[src/rtl/rv32im_bus_arbiter_if.sv]
// Bus bundle between the two masters, the arbiter and the slave.
// Ports: m0/m1 request/grant and access lines, s_* slave lines, bus_timeout_o.
interface rv32im_bus_arbiter_if #(
  parameter int XLEN = 32
);
  logic            m0_req_i;
  logic            m1_req_i;
  logic            m0_grant_o;
  logic            m1_grant_o;
  logic [XLEN-3:0] m0_adr_i;
  logic [XLEN-3:0] m1_adr_i;
  logic [XLEN-1:0] m0_dat_i;
  logic [XLEN-1:0] m1_dat_i;
  logic            m0_we_i;
  logic            m1_we_i;
  logic [3:0]      m0_sel_i;
  logic [3:0]      m1_sel_i;
  logic            m0_stb_i;
  logic            m1_stb_i;
  logic [XLEN-1:0] m0_dat_o;
  logic [XLEN-1:0] m1_dat_o;
  logic            m0_ack_o;
  logic            m1_ack_o;
  logic            m0_err_o;
  logic            m1_err_o;
  logic [XLEN-3:0] s_adr_o;
  logic [XLEN-1:0] s_dat_o;
  logic            s_we_o;
  logic [3:0]      s_sel_o;
  logic            s_stb_o;
  logic            s_cyc_o;
  logic [XLEN-1:0] s_dat_i;
  logic            s_ack_i;
  logic            s_err_i;
  logic            bus_timeout_o;

  modport arbiter (
    input  m0_req_i, m1_req_i,
    input  m0_adr_i, m1_adr_i, m0_dat_i, m1_dat_i,
    input  m0_we_i, m1_we_i, m0_sel_i, m1_sel_i,
    input  m0_stb_i, m1_stb_i,
    output m0_grant_o, m1_grant_o,
    output m0_dat_o, m1_dat_o, m0_ack_o, m1_ack_o,
    output m0_err_o, m1_err_o,
    output s_adr_o, s_dat_o, s_we_o, s_sel_o,
    output s_stb_o, s_cyc_o,
    input  s_dat_i, s_ack_i, s_err_i,
    output bus_timeout_o
  );

  modport master (
    output m0_req_i, m1_req_i,
    output m0_adr_i, m1_adr_i, m0_dat_i, m1_dat_i,
    output m0_we_i, m1_we_i, m0_sel_i, m1_sel_i,
    output m0_stb_i, m1_stb_i,
    input  m0_grant_o, m1_grant_o,
    input  m0_dat_o, m1_dat_o, m0_ack_o, m1_ack_o,
    input  m0_err_o, m1_err_o
  );

  modport slave (
    input  s_adr_o, s_dat_o, s_we_o, s_sel_o,
    input  s_stb_o, s_cyc_o,
    output s_dat_i, s_ack_i, s_err_i,
    input  bus_timeout_o
  );
endinterface

[src/rtl/rv32im_bus_arbiter.sv]
// Two-master round-robin arbiter (m0 fetch, m1 load/store) onto one slave.
// Ports: clk_i, reset_i (async, active-low), bus (arbiter modport).
// Macro RV32IM_BUS_ARBITER_TIMEOUT_EN adds the slave-stall watchdog.
module rv32im_bus_arbiter #(
  parameter int XLEN           = 32,
  parameter int TIMEOUT_CYCLES = 255
) (
  input logic                  clk_i,
  input logic                  reset_i,
  rv32im_bus_arbiter_if.arbiter bus
);

  typedef enum logic [1:0] {
    IDLE = 2'd0,
    OWN0 = 2'd1,
    OWN1 = 2'd2
  } state_e;

  state_e state_q;
  state_e state_n;
  logic   last_q;
  logic   g0_q;
  logic   g1_q;
  logic   own0;
  logic   own1;
  logic   tmo;
  logic   busy;

  logic [XLEN-3:0] adr;
  logic [XLEN-1:0] dat;
  logic            we;
  logic [3:0]      sel;
  logic            stb;

  assign own0 = (state_q == OWN0);
  assign own1 = (state_q == OWN1);

  always_comb begin
    adr = '0;
    dat = '0;
    we  = 1'b0;
    sel = '0;
    stb = 1'b0;
    unique case (1'b1)
      own0: begin
        adr = bus.m0_adr_i;
        dat = bus.m0_dat_i;
        we  = bus.m0_we_i;
        sel = bus.m0_sel_i;
        stb = bus.m0_stb_i;
      end
      own1: begin
        adr = bus.m1_adr_i;
        dat = bus.m1_dat_i;
        we  = bus.m1_we_i;
        sel = bus.m1_sel_i;
        stb = bus.m1_stb_i;
      end
      default: ;
    endcase
  end

  // An access is open until the slave answers or the watchdog fires.
  assign busy = stb & ~(bus.s_ack_i | bus.s_err_i | tmo);

  always_comb begin
    state_n = state_q;
    unique case (state_q)
      IDLE: begin
        if (bus.m0_req_i && bus.m1_req_i)
          state_n = last_q ? OWN0 : OWN1;
        else if (bus.m0_req_i)
          state_n = OWN0;
        else if (bus.m1_req_i)
          state_n = OWN1;
      end
      OWN0: begin
        if (!bus.m0_req_i && !busy)
          state_n = bus.m1_req_i ? OWN1 : IDLE;
      end
      OWN1: begin
        if (!bus.m1_req_i && !busy)
          state_n = bus.m0_req_i ? OWN0 : IDLE;
      end
      default: state_n = IDLE;
    endcase
  end

  always_ff @(posedge clk_i or negedge reset_i) begin
    if (!reset_i) begin
      state_q <= IDLE;
      last_q  <= 1'b1;
      g0_q    <= 1'b0;
      g1_q    <= 1'b0;
    end else begin
      state_q <= state_n;
      g0_q    <= (state_n == OWN0);
      g1_q    <= (state_n == OWN1);
      if (state_n == OWN0 && state_q != OWN0)
        last_q <= 1'b0;
      else if (state_n == OWN1 && state_q != OWN1)
        last_q <= 1'b1;
    end
  end

`ifdef RV32IM_BUS_ARBITER_TIMEOUT_EN
  localparam logic [15:0] Lim = 16'(TIMEOUT_CYCLES);

  logic [15:0] cnt_q;
  logic        tmo_q;

  always_ff @(posedge clk_i or negedge reset_i) begin
    if (!reset_i) begin
      cnt_q <= '0;
      tmo_q <= 1'b0;
    end else begin
      tmo_q <= 1'b0;
      if (!busy || state_n != state_q) begin
        cnt_q <= '0;
      end else if (cnt_q + 16'd1 == Lim) begin
        cnt_q <= '0;
        tmo_q <= 1'b1;
      end else begin
        cnt_q <= cnt_q + 16'd1;
      end
    end
  end

  assign tmo = tmo_q;
`else
  // Watchdog compiled out; the legal range is >= 1 so this folds to 0.
  assign tmo = (TIMEOUT_CYCLES < 1);
`endif

  assign bus.m0_grant_o  = g0_q;
  assign bus.m1_grant_o  = g1_q;
  assign bus.s_adr_o     = adr;
  assign bus.s_dat_o     = dat;
  assign bus.s_we_o      = we;
  assign bus.s_sel_o     = sel;
  assign bus.s_stb_o     = stb;
  assign bus.s_cyc_o     = stb;
  assign bus.m0_dat_o    = bus.s_dat_i;
  assign bus.m1_dat_o    = bus.s_dat_i;
  // Acks with no strobe out are stray and dropped.
  assign bus.m0_ack_o    = bus.s_ack_i & stb & own0;
  assign bus.m1_ack_o    = bus.s_ack_i & stb & own1;
  assign bus.m0_err_o    = (bus.s_err_i | tmo) & own0;
  assign bus.m1_err_o    = (bus.s_err_i | tmo) & own1;
  assign bus.bus_timeout_o = tmo;

endmodule
[src/flat_wrapper.sv]
// flat-port wrapper written by rule: the top's interface ports become plain ports
module rv32im_bus_arbiter_flat 
#(
  parameter int XLEN           = 32,
  parameter int TIMEOUT_CYCLES = 255
)
  (clk_i, reset_i, bus_m0_req_i, bus_m1_req_i, bus_m0_adr_i, bus_m1_adr_i, bus_m0_dat_i, bus_m1_dat_i, bus_m0_we_i, bus_m1_we_i, bus_m0_sel_i, bus_m1_sel_i, bus_m0_stb_i, bus_m1_stb_i, bus_m0_grant_o, bus_m1_grant_o, bus_m0_dat_o, bus_m1_dat_o, bus_m0_ack_o, bus_m1_ack_o, bus_m0_err_o, bus_m1_err_o, bus_s_adr_o, bus_s_dat_o, bus_s_we_o, bus_s_sel_o, bus_s_stb_o, bus_s_cyc_o, bus_s_dat_i, bus_s_ack_i, bus_s_err_i, bus_bus_timeout_o);
  rv32im_bus_arbiter_if #(.XLEN(XLEN)) bus_i ();
  input logic clk_i;
  input logic reset_i;
  input wire logic [$bits(bus_i.m0_req_i)-1:0] bus_m0_req_i;
  input wire logic [$bits(bus_i.m1_req_i)-1:0] bus_m1_req_i;
  input wire logic [$bits(bus_i.m0_adr_i)-1:0] bus_m0_adr_i;
  input wire logic [$bits(bus_i.m1_adr_i)-1:0] bus_m1_adr_i;
  input wire logic [$bits(bus_i.m0_dat_i)-1:0] bus_m0_dat_i;
  input wire logic [$bits(bus_i.m1_dat_i)-1:0] bus_m1_dat_i;
  input wire logic [$bits(bus_i.m0_we_i)-1:0] bus_m0_we_i;
  input wire logic [$bits(bus_i.m1_we_i)-1:0] bus_m1_we_i;
  input wire logic [$bits(bus_i.m0_sel_i)-1:0] bus_m0_sel_i;
  input wire logic [$bits(bus_i.m1_sel_i)-1:0] bus_m1_sel_i;
  input wire logic [$bits(bus_i.m0_stb_i)-1:0] bus_m0_stb_i;
  input wire logic [$bits(bus_i.m1_stb_i)-1:0] bus_m1_stb_i;
  output wire logic [$bits(bus_i.m0_grant_o)-1:0] bus_m0_grant_o;
  output wire logic [$bits(bus_i.m1_grant_o)-1:0] bus_m1_grant_o;
  output wire logic [$bits(bus_i.m0_dat_o)-1:0] bus_m0_dat_o;
  output wire logic [$bits(bus_i.m1_dat_o)-1:0] bus_m1_dat_o;
  output wire logic [$bits(bus_i.m0_ack_o)-1:0] bus_m0_ack_o;
  output wire logic [$bits(bus_i.m1_ack_o)-1:0] bus_m1_ack_o;
  output wire logic [$bits(bus_i.m0_err_o)-1:0] bus_m0_err_o;
  output wire logic [$bits(bus_i.m1_err_o)-1:0] bus_m1_err_o;
  output wire logic [$bits(bus_i.s_adr_o)-1:0] bus_s_adr_o;
  output wire logic [$bits(bus_i.s_dat_o)-1:0] bus_s_dat_o;
  output wire logic [$bits(bus_i.s_we_o)-1:0] bus_s_we_o;
  output wire logic [$bits(bus_i.s_sel_o)-1:0] bus_s_sel_o;
  output wire logic [$bits(bus_i.s_stb_o)-1:0] bus_s_stb_o;
  output wire logic [$bits(bus_i.s_cyc_o)-1:0] bus_s_cyc_o;
  input wire logic [$bits(bus_i.s_dat_i)-1:0] bus_s_dat_i;
  input wire logic [$bits(bus_i.s_ack_i)-1:0] bus_s_ack_i;
  input wire logic [$bits(bus_i.s_err_i)-1:0] bus_s_err_i;
  output wire logic [$bits(bus_i.bus_timeout_o)-1:0] bus_bus_timeout_o;
  assign bus_i.m0_req_i = bus_m0_req_i;
  assign bus_i.m1_req_i = bus_m1_req_i;
  assign bus_i.m0_adr_i = bus_m0_adr_i;
  assign bus_i.m1_adr_i = bus_m1_adr_i;
  assign bus_i.m0_dat_i = bus_m0_dat_i;
  assign bus_i.m1_dat_i = bus_m1_dat_i;
  assign bus_i.m0_we_i = bus_m0_we_i;
  assign bus_i.m1_we_i = bus_m1_we_i;
  assign bus_i.m0_sel_i = bus_m0_sel_i;
  assign bus_i.m1_sel_i = bus_m1_sel_i;
  assign bus_i.m0_stb_i = bus_m0_stb_i;
  assign bus_i.m1_stb_i = bus_m1_stb_i;
  assign bus_m0_grant_o = bus_i.m0_grant_o;
  assign bus_m1_grant_o = bus_i.m1_grant_o;
  assign bus_m0_dat_o = bus_i.m0_dat_o;
  assign bus_m1_dat_o = bus_i.m1_dat_o;
  assign bus_m0_ack_o = bus_i.m0_ack_o;
  assign bus_m1_ack_o = bus_i.m1_ack_o;
  assign bus_m0_err_o = bus_i.m0_err_o;
  assign bus_m1_err_o = bus_i.m1_err_o;
  assign bus_s_adr_o = bus_i.s_adr_o;
  assign bus_s_dat_o = bus_i.s_dat_o;
  assign bus_s_we_o = bus_i.s_we_o;
  assign bus_s_sel_o = bus_i.s_sel_o;
  assign bus_s_stb_o = bus_i.s_stb_o;
  assign bus_s_cyc_o = bus_i.s_cyc_o;
  assign bus_i.s_dat_i = bus_s_dat_i;
  assign bus_i.s_ack_i = bus_s_ack_i;
  assign bus_i.s_err_i = bus_s_err_i;
  assign bus_bus_timeout_o = bus_i.bus_timeout_o;
  rv32im_bus_arbiter #(.XLEN(XLEN), .TIMEOUT_CYCLES(TIMEOUT_CYCLES)) u_core (.clk_i(clk_i), .reset_i(reset_i), .bus(bus_i));
endmodule
[config.mk]
export PLATFORM = sky130hd
export DESIGN_NAME = rv32im_bus_arbiter_flat
export DESIGN_NICKNAME = d
export VERILOG_FILES = /design/src/rtl/rv32im_bus_arbiter_if.sv /design/src/rtl/rv32im_bus_arbiter.sv /design/src/flat_wrapper.sv
export SDC_FILE = /design/constraint.sdc
export NUM_CORES = 1
export LEC_CHECK = 0
export BUFFER_PORTS_ARGS = -buffer_cell sky130_fd_sc_hd__buf_2
export CAP_MARGIN = 20
export CORE_AREA = 2 2 121 123
export DETAILED_ROUTE_END_ITERATION = 10
export DIE_AREA = 0 0 123 125
export GPL_TIMING_DRIVEN = 0
export MAX_ROUTING_LAYER = met4
export SYNTH_ARGS = -nofsm -noshare
export SYNTH_HDL_FRONTEND = slang
export SYNTH_SLANG_ARGS = --single-unit
[constraint.sdc]
create_clock -name clk_i -period 2.5 [get_ports clk_i]
set_clock_uncertainty 0.05 [all_clocks]
set_input_delay 0.625 -clock clk_i [delete_from_list [all_inputs] [get_ports clk_i]]
set_output_delay 0.625 -clock clk_i [all_outputs]
set_load 0.02 [all_outputs]
# Word-level counts from Yosys, hierarchy flattened

Index checks and enable logic that the tools add are counted.

Register bits after elaboration: 5
Output and inout port bits: 140

Reductions and logical operators: 10
Multiplexer cells: 16
Equal/unequal tests: 6
Bitwise logic cells: 8

Operators with widths:

| kind                 | number |
|---|---|
| $pmux W32 S2         | 1 |
| $pmux W30 S2         | 1 |
| $mux W2              | 7 |
| $pmux W4 S2          | 1 |
| $and A1 B1 Y1        | 6 |
| $pmux W2 S3          | 1 |
| $logic_and A1 B1 Y1  | 5 |
| $eq A2 B1 Y1 const B | 2 |
| $eq A2 B2 Y1 const B | 2 |
| $pmux W1 S2          | 2 |
| $logic_not A1 Y1     | 3 |
| $mux W1              | 3 |
| $logic_not A2 Y1     | 1 |
| $ne A2 B1 Y1 const B | 1 |
| $ne A2 B2 Y1 const B | 1 |
| $reduce_bool A2 Y1   | 1 |
| $not A1 Y1           | 1 |
| $or A1 B1 Y1         | 1 |

# Longest topological paths before layout

Depth in word-level cells: 11
Depth in mapped cells: 8
Depth with buffers taken out: 7

# Least setup slack after synthesis

Ideal clock, no wire load.

Path kind: register -> output
From: register u_core.state_q[0]
To: output bus_s_adr_o[23]
Arrival time: 1.766 ns
Cell stages (with the launch flop): 8
Setup slack: 0.059 ns
Data required time: 1.825 ns
Cells stage by stage: dfrtp_1 inv_1 ha_1 buf_6 clkbuf_1 clkbuf_1 a22oi_1 nor2b_1

Word-level cells in the longest chain between the ends: 2
Elaborated cells between the ends (all ways): 3
Classes of those cells: 2 x eq/ne; 1 x mux

RTL lines:

| what                                                | RTL line                                           | text |
|---|---|---|
| start: declaration                                  | rv32im_bus_arbiter.sv:19                           | `state_e state_q;` |
| start signal: assignment                            | rv32im_bus_arbiter.sv:96                           | `state_q <= state_n;` |
| $eq A2 B2 Y1 / $eq A2 B1 Y1 (equally long branches) | rv32im_bus_arbiter.sv:36, rv32im_bus_arbiter.sv:35 |  |
| $pmux W30 S2 *                                      | rv32im_bus_arbiter.sv:44                           | `unique case (1'b1)` |
| end: declaration                                    | flat_wrapper.sv:31                                 | `output wire logic [$bits(bus_i.s_adr_o)-1:0] bus_s_adr_o;` |

Mark *: on every way between the ends. The rest lies on a longest branch, timed or not.

# Worst setup path after layout

From: register u_core.state_q[1]
To: output bus_m0_ack_o

Word-level cells in the longest chain between the ends: 4
Elaborated cells between the ends (all ways): 5
Classes of those cells: 2 x eq/ne; 1 x mux; 2 x bitwise

RTL lines:

| what                                                | RTL line                                           | text |
|---|---|---|
| $eq A2 B2 Y1 / $eq A2 B1 Y1 (equally long branches) | rv32im_bus_arbiter.sv:36, rv32im_bus_arbiter.sv:35 |  |
| $pmux W1 S2                                         | rv32im_bus_arbiter.sv:44                           |  |
| $and A1 B1 Y1                                       | rv32im_bus_arbiter.sv:146                          | `assign bus.m0_ack_o = bus.s_ack_i & stb & own0;` |
| $and A1 B1 Y1 *                                     | rv32im_bus_arbiter.sv:146                          |  |
| end: declaration                                    | flat_wrapper.sv:27                                 | `output wire logic [$bits(bus_i.m0_ack_o)-1:0] bus_m0_ack_o;` |

Marks and branches as above.

==> out/metrics.cfg <==
[cells_and_area]
nNetsFinal=736
final_area_um2=4010
regArea_um2=129
nFillCells=1565
syn_to_final_growth_pct=104
drive_gt1_frac=0.725
multi_input_area_um2=1350
utilization=0.282

[route]
wl_per_cell_um=13.9
first_pass_iters=6
vias_per_cell=4.03
ant_nets=0
routed_wl_um=10300
drt_iter0_markers=82
vias=2995
drcViolationCount=0

[floorplanning]
die_w_um=123
dieArea_um2=15400
rows=44
start_util=0.138
core_um2=14200
io_pins=314
die_y_um=125

[cts]
cts-root-buf=clkbuf_16
clk_pin_slew_ps=30
cts_tree=yes
cts_hold_buf=0
numCtsBuffers=3
cts_max_level=1
clock_latency_ps=220
cts.sinks=5
clockBufferDepth=2

[timing]
drv_slew=0
setup_violations=0
period_needed_ps=2440
rsz0062_at_grt=true
worst_slack_ps=56.7
hold_viol=0
period_share=0.977
max_freq_mhz=409

[power]
p_leak_nw=2.16
p_per_area_nw_per_um2=914
peakVddDrop_mv=0.400

[placed_design]
gp_congestion=0.755
numPortBuffers=280
pre_cts_slack_ps=-882
dp_hpwl_um=8660
placed_area_um2=3600

[synth]
yosys_most_used_dff=dfrtp_1
synth_nets=447
synth_cells=269
netlist_area_um2=1960
yosysSeqAreaShare=0.0643
ys_seq_elements=5
ys_warn_count=0
synth-edff-count=0
async_flop_share=1.00
syn_avg_cell_area_um2=7.30
synth_cell_types=32

[hold_path]
min_path_type=in2async

[outcome]
status=complete, no violations

[setup_path]
path_cells=ha_4 -> buf_4 -> a22o_4 -> and2_4 -> and3_1 -> buf_2
worstPathRequired_ps=1820
arrival_ps=1770
crit_fanout=6
end_kind=primary output
crit_family=flip-flops
setup.worst_path.start_class=flop
crit_type=reg2out
cpMaxStageDelayCell=dfrtp_2
path_buf_inv=2
critPathMaxStageDelay_ps=450

[grt]
grt_pass1_vias=2711
track_usage=0.122
antenna_found_initial=1
grt_max_degree=11
grt_first_pass_wirelength_um=14200
gr-total-overflow=0

[job]
cap_violations=0

[worst paths after layout]
check / from / cells past startpoint / slack, ps / endpoint
worst max-delay path: u_core.state_q[1] / 6 / 60 / bus_m0_ack_o
worst min-delay path: reset_i / 1 / 160 / u_core.state_q[0]
worst max register to register: u_core.state_q[1] / 7 / 350 / u_core.state_q[1]
worst min register to register: u_core.last_q / 1 / 480 / u_core.last_q
max in group asynchronous: reset_i / 1 / 2030 / u_core.last_q
min in group clk_i: u_core.last_q / 1 / 480 / u_core.last_q
[logic make-up after synthesis]
family,share of synthesized area
other cells,0.00191
fa+ha+maj,0.0255
compound gates,0.315
buf+inv,0.306
flops,0.0643
mux,0.0159
simple gates,0.271
[registers in the layout, summed over array words and instances (netlist names)]
| register | count |
|---|---|
| u_core.bus.m0_grant_o | 1 |
| u_core.bus.m1_grant_o | 1 |
| u_core.state_q | 2 |
| u_core.last_q | 1 |
[final cells by class]
class                      count  share of cell area
timing repair buffer         284               0.367
buffer                        89               0.184
multi-input combinational    172               0.335
sequential                     5              0.0321
clock buffer                   4              0.0197
antenna                        2             0.00125
tap                          184              0.0574
inverter                       3             0.00281
[report_power, final]
| part | switching, W | leakage, nW | total (W) | internal, W |
|---|---|---|---|---|
| clock network | 0.0000465 | 0.0382 | 0.000257 | 0.000211 |
| registers | 0.0000287 | 0.0598 | 0.000152 | 0.000123 |
| logic | 0.00178 | 2.07 | 0.00326 | 0.00148 |
[worst register-to-register path, cell delays in order, from the launching register on]
cell and delay [ps]:
dfrtp_2 420, inv_2 80, ha_4 310, nor3b_2 280, a21o_1 230, mux2_2 360
a21oi_1 220, nor2_1 70
[metrics by stage]
| step | TNS, ps | std cells | power (W) | hold WS (ps) |
|---|---|---|---|---|
| 2_1_floorplan | 0 | 269 | 0.00200 | 279 |
| 3_5_place_dp | -35790 | 733 | 0.00298 | 394 |
| 5_1_grt | -41.2 | 742 | 0.00394 | 166 |
| 3_3_place_gp | -32760 | 733 | 0.00297 | 391 |
| 4_1_cts | 0 | 740 | 0.00359 | 161 |
| 6_report | 0 | 743 | 0.00367 | 158 |
[repair_timing]
| item | in CTS | in global routing |
|---|---|---|
| pin swaps | 0 | 1 |
| setup buffers | 2 | 1 |
| endpoints found under the hold margin | 0 | 0 |
| setup endpoints to repair | 72 | 42 |
| resized for setup | 66 | 35 |
| cloned | 1 | 0 |
[synth_stat cells, types with 2 or more instances]
master	instances	area (um2)
nor2b_1	67	419
nor2_1	3	11.3
ha_1	4	50.1
nand3b_1	2	15.0
nor3b_2	2	25.0
a21oi_1	2	10.0
mux2i_1	2	20.0
and2_1	4	25.0
and3_1	2	12.5
a211oi_1	2	15.0
a22oi_1	67	503
buf_4	66	495
clkbuf_1	22	82.6
inv_1	3	11.3
dfrtp_1	4	100
[placed cells by master (no fill, tap or decap), types with 2 or more instances in the layout]
| master | count |
|---|---|
| buf_2 | 264 |
| buf_4 | 91 |
| nor2b_1 | 62 |
| a22oi_1 | 58 |
| a22oi_2 | 9 |
| clkbuf_16 | 6 |
| clkbuf_2 | 6 |
| clkbuf_4 | 4 |
| clkbuf_8 | 3 |
| nor2b_2 | 3 |
| nor2_1 | 3 |
| and2_1 | 3 |
| ha_4 | 3 |
| diode_2 | 2 |
| inv_2 | 2 |
| buf_8 | 2 |
| nor2b_4 | 2 |
| nor3b_2 | 2 |
| mux2i_1 | 2 |
| a21oi_1 | 2 |
| a211oi_1 | 2 |
| and3_1 | 2 |
| nand3b_1 | 2 |
| dfrtp_1 | 2 |
| dfrtp_2 | 2 |
[per-layer routing]
metal,vias to the layer above,track usage,wire (um)
li1,1466,-,-
met1,1336,0.152,4260
met2,187,0.216,5020
met3,6,0.0105,982
met4,0,0.0174,73
met5,-,-,0
(Power assumes the default switching activity.)
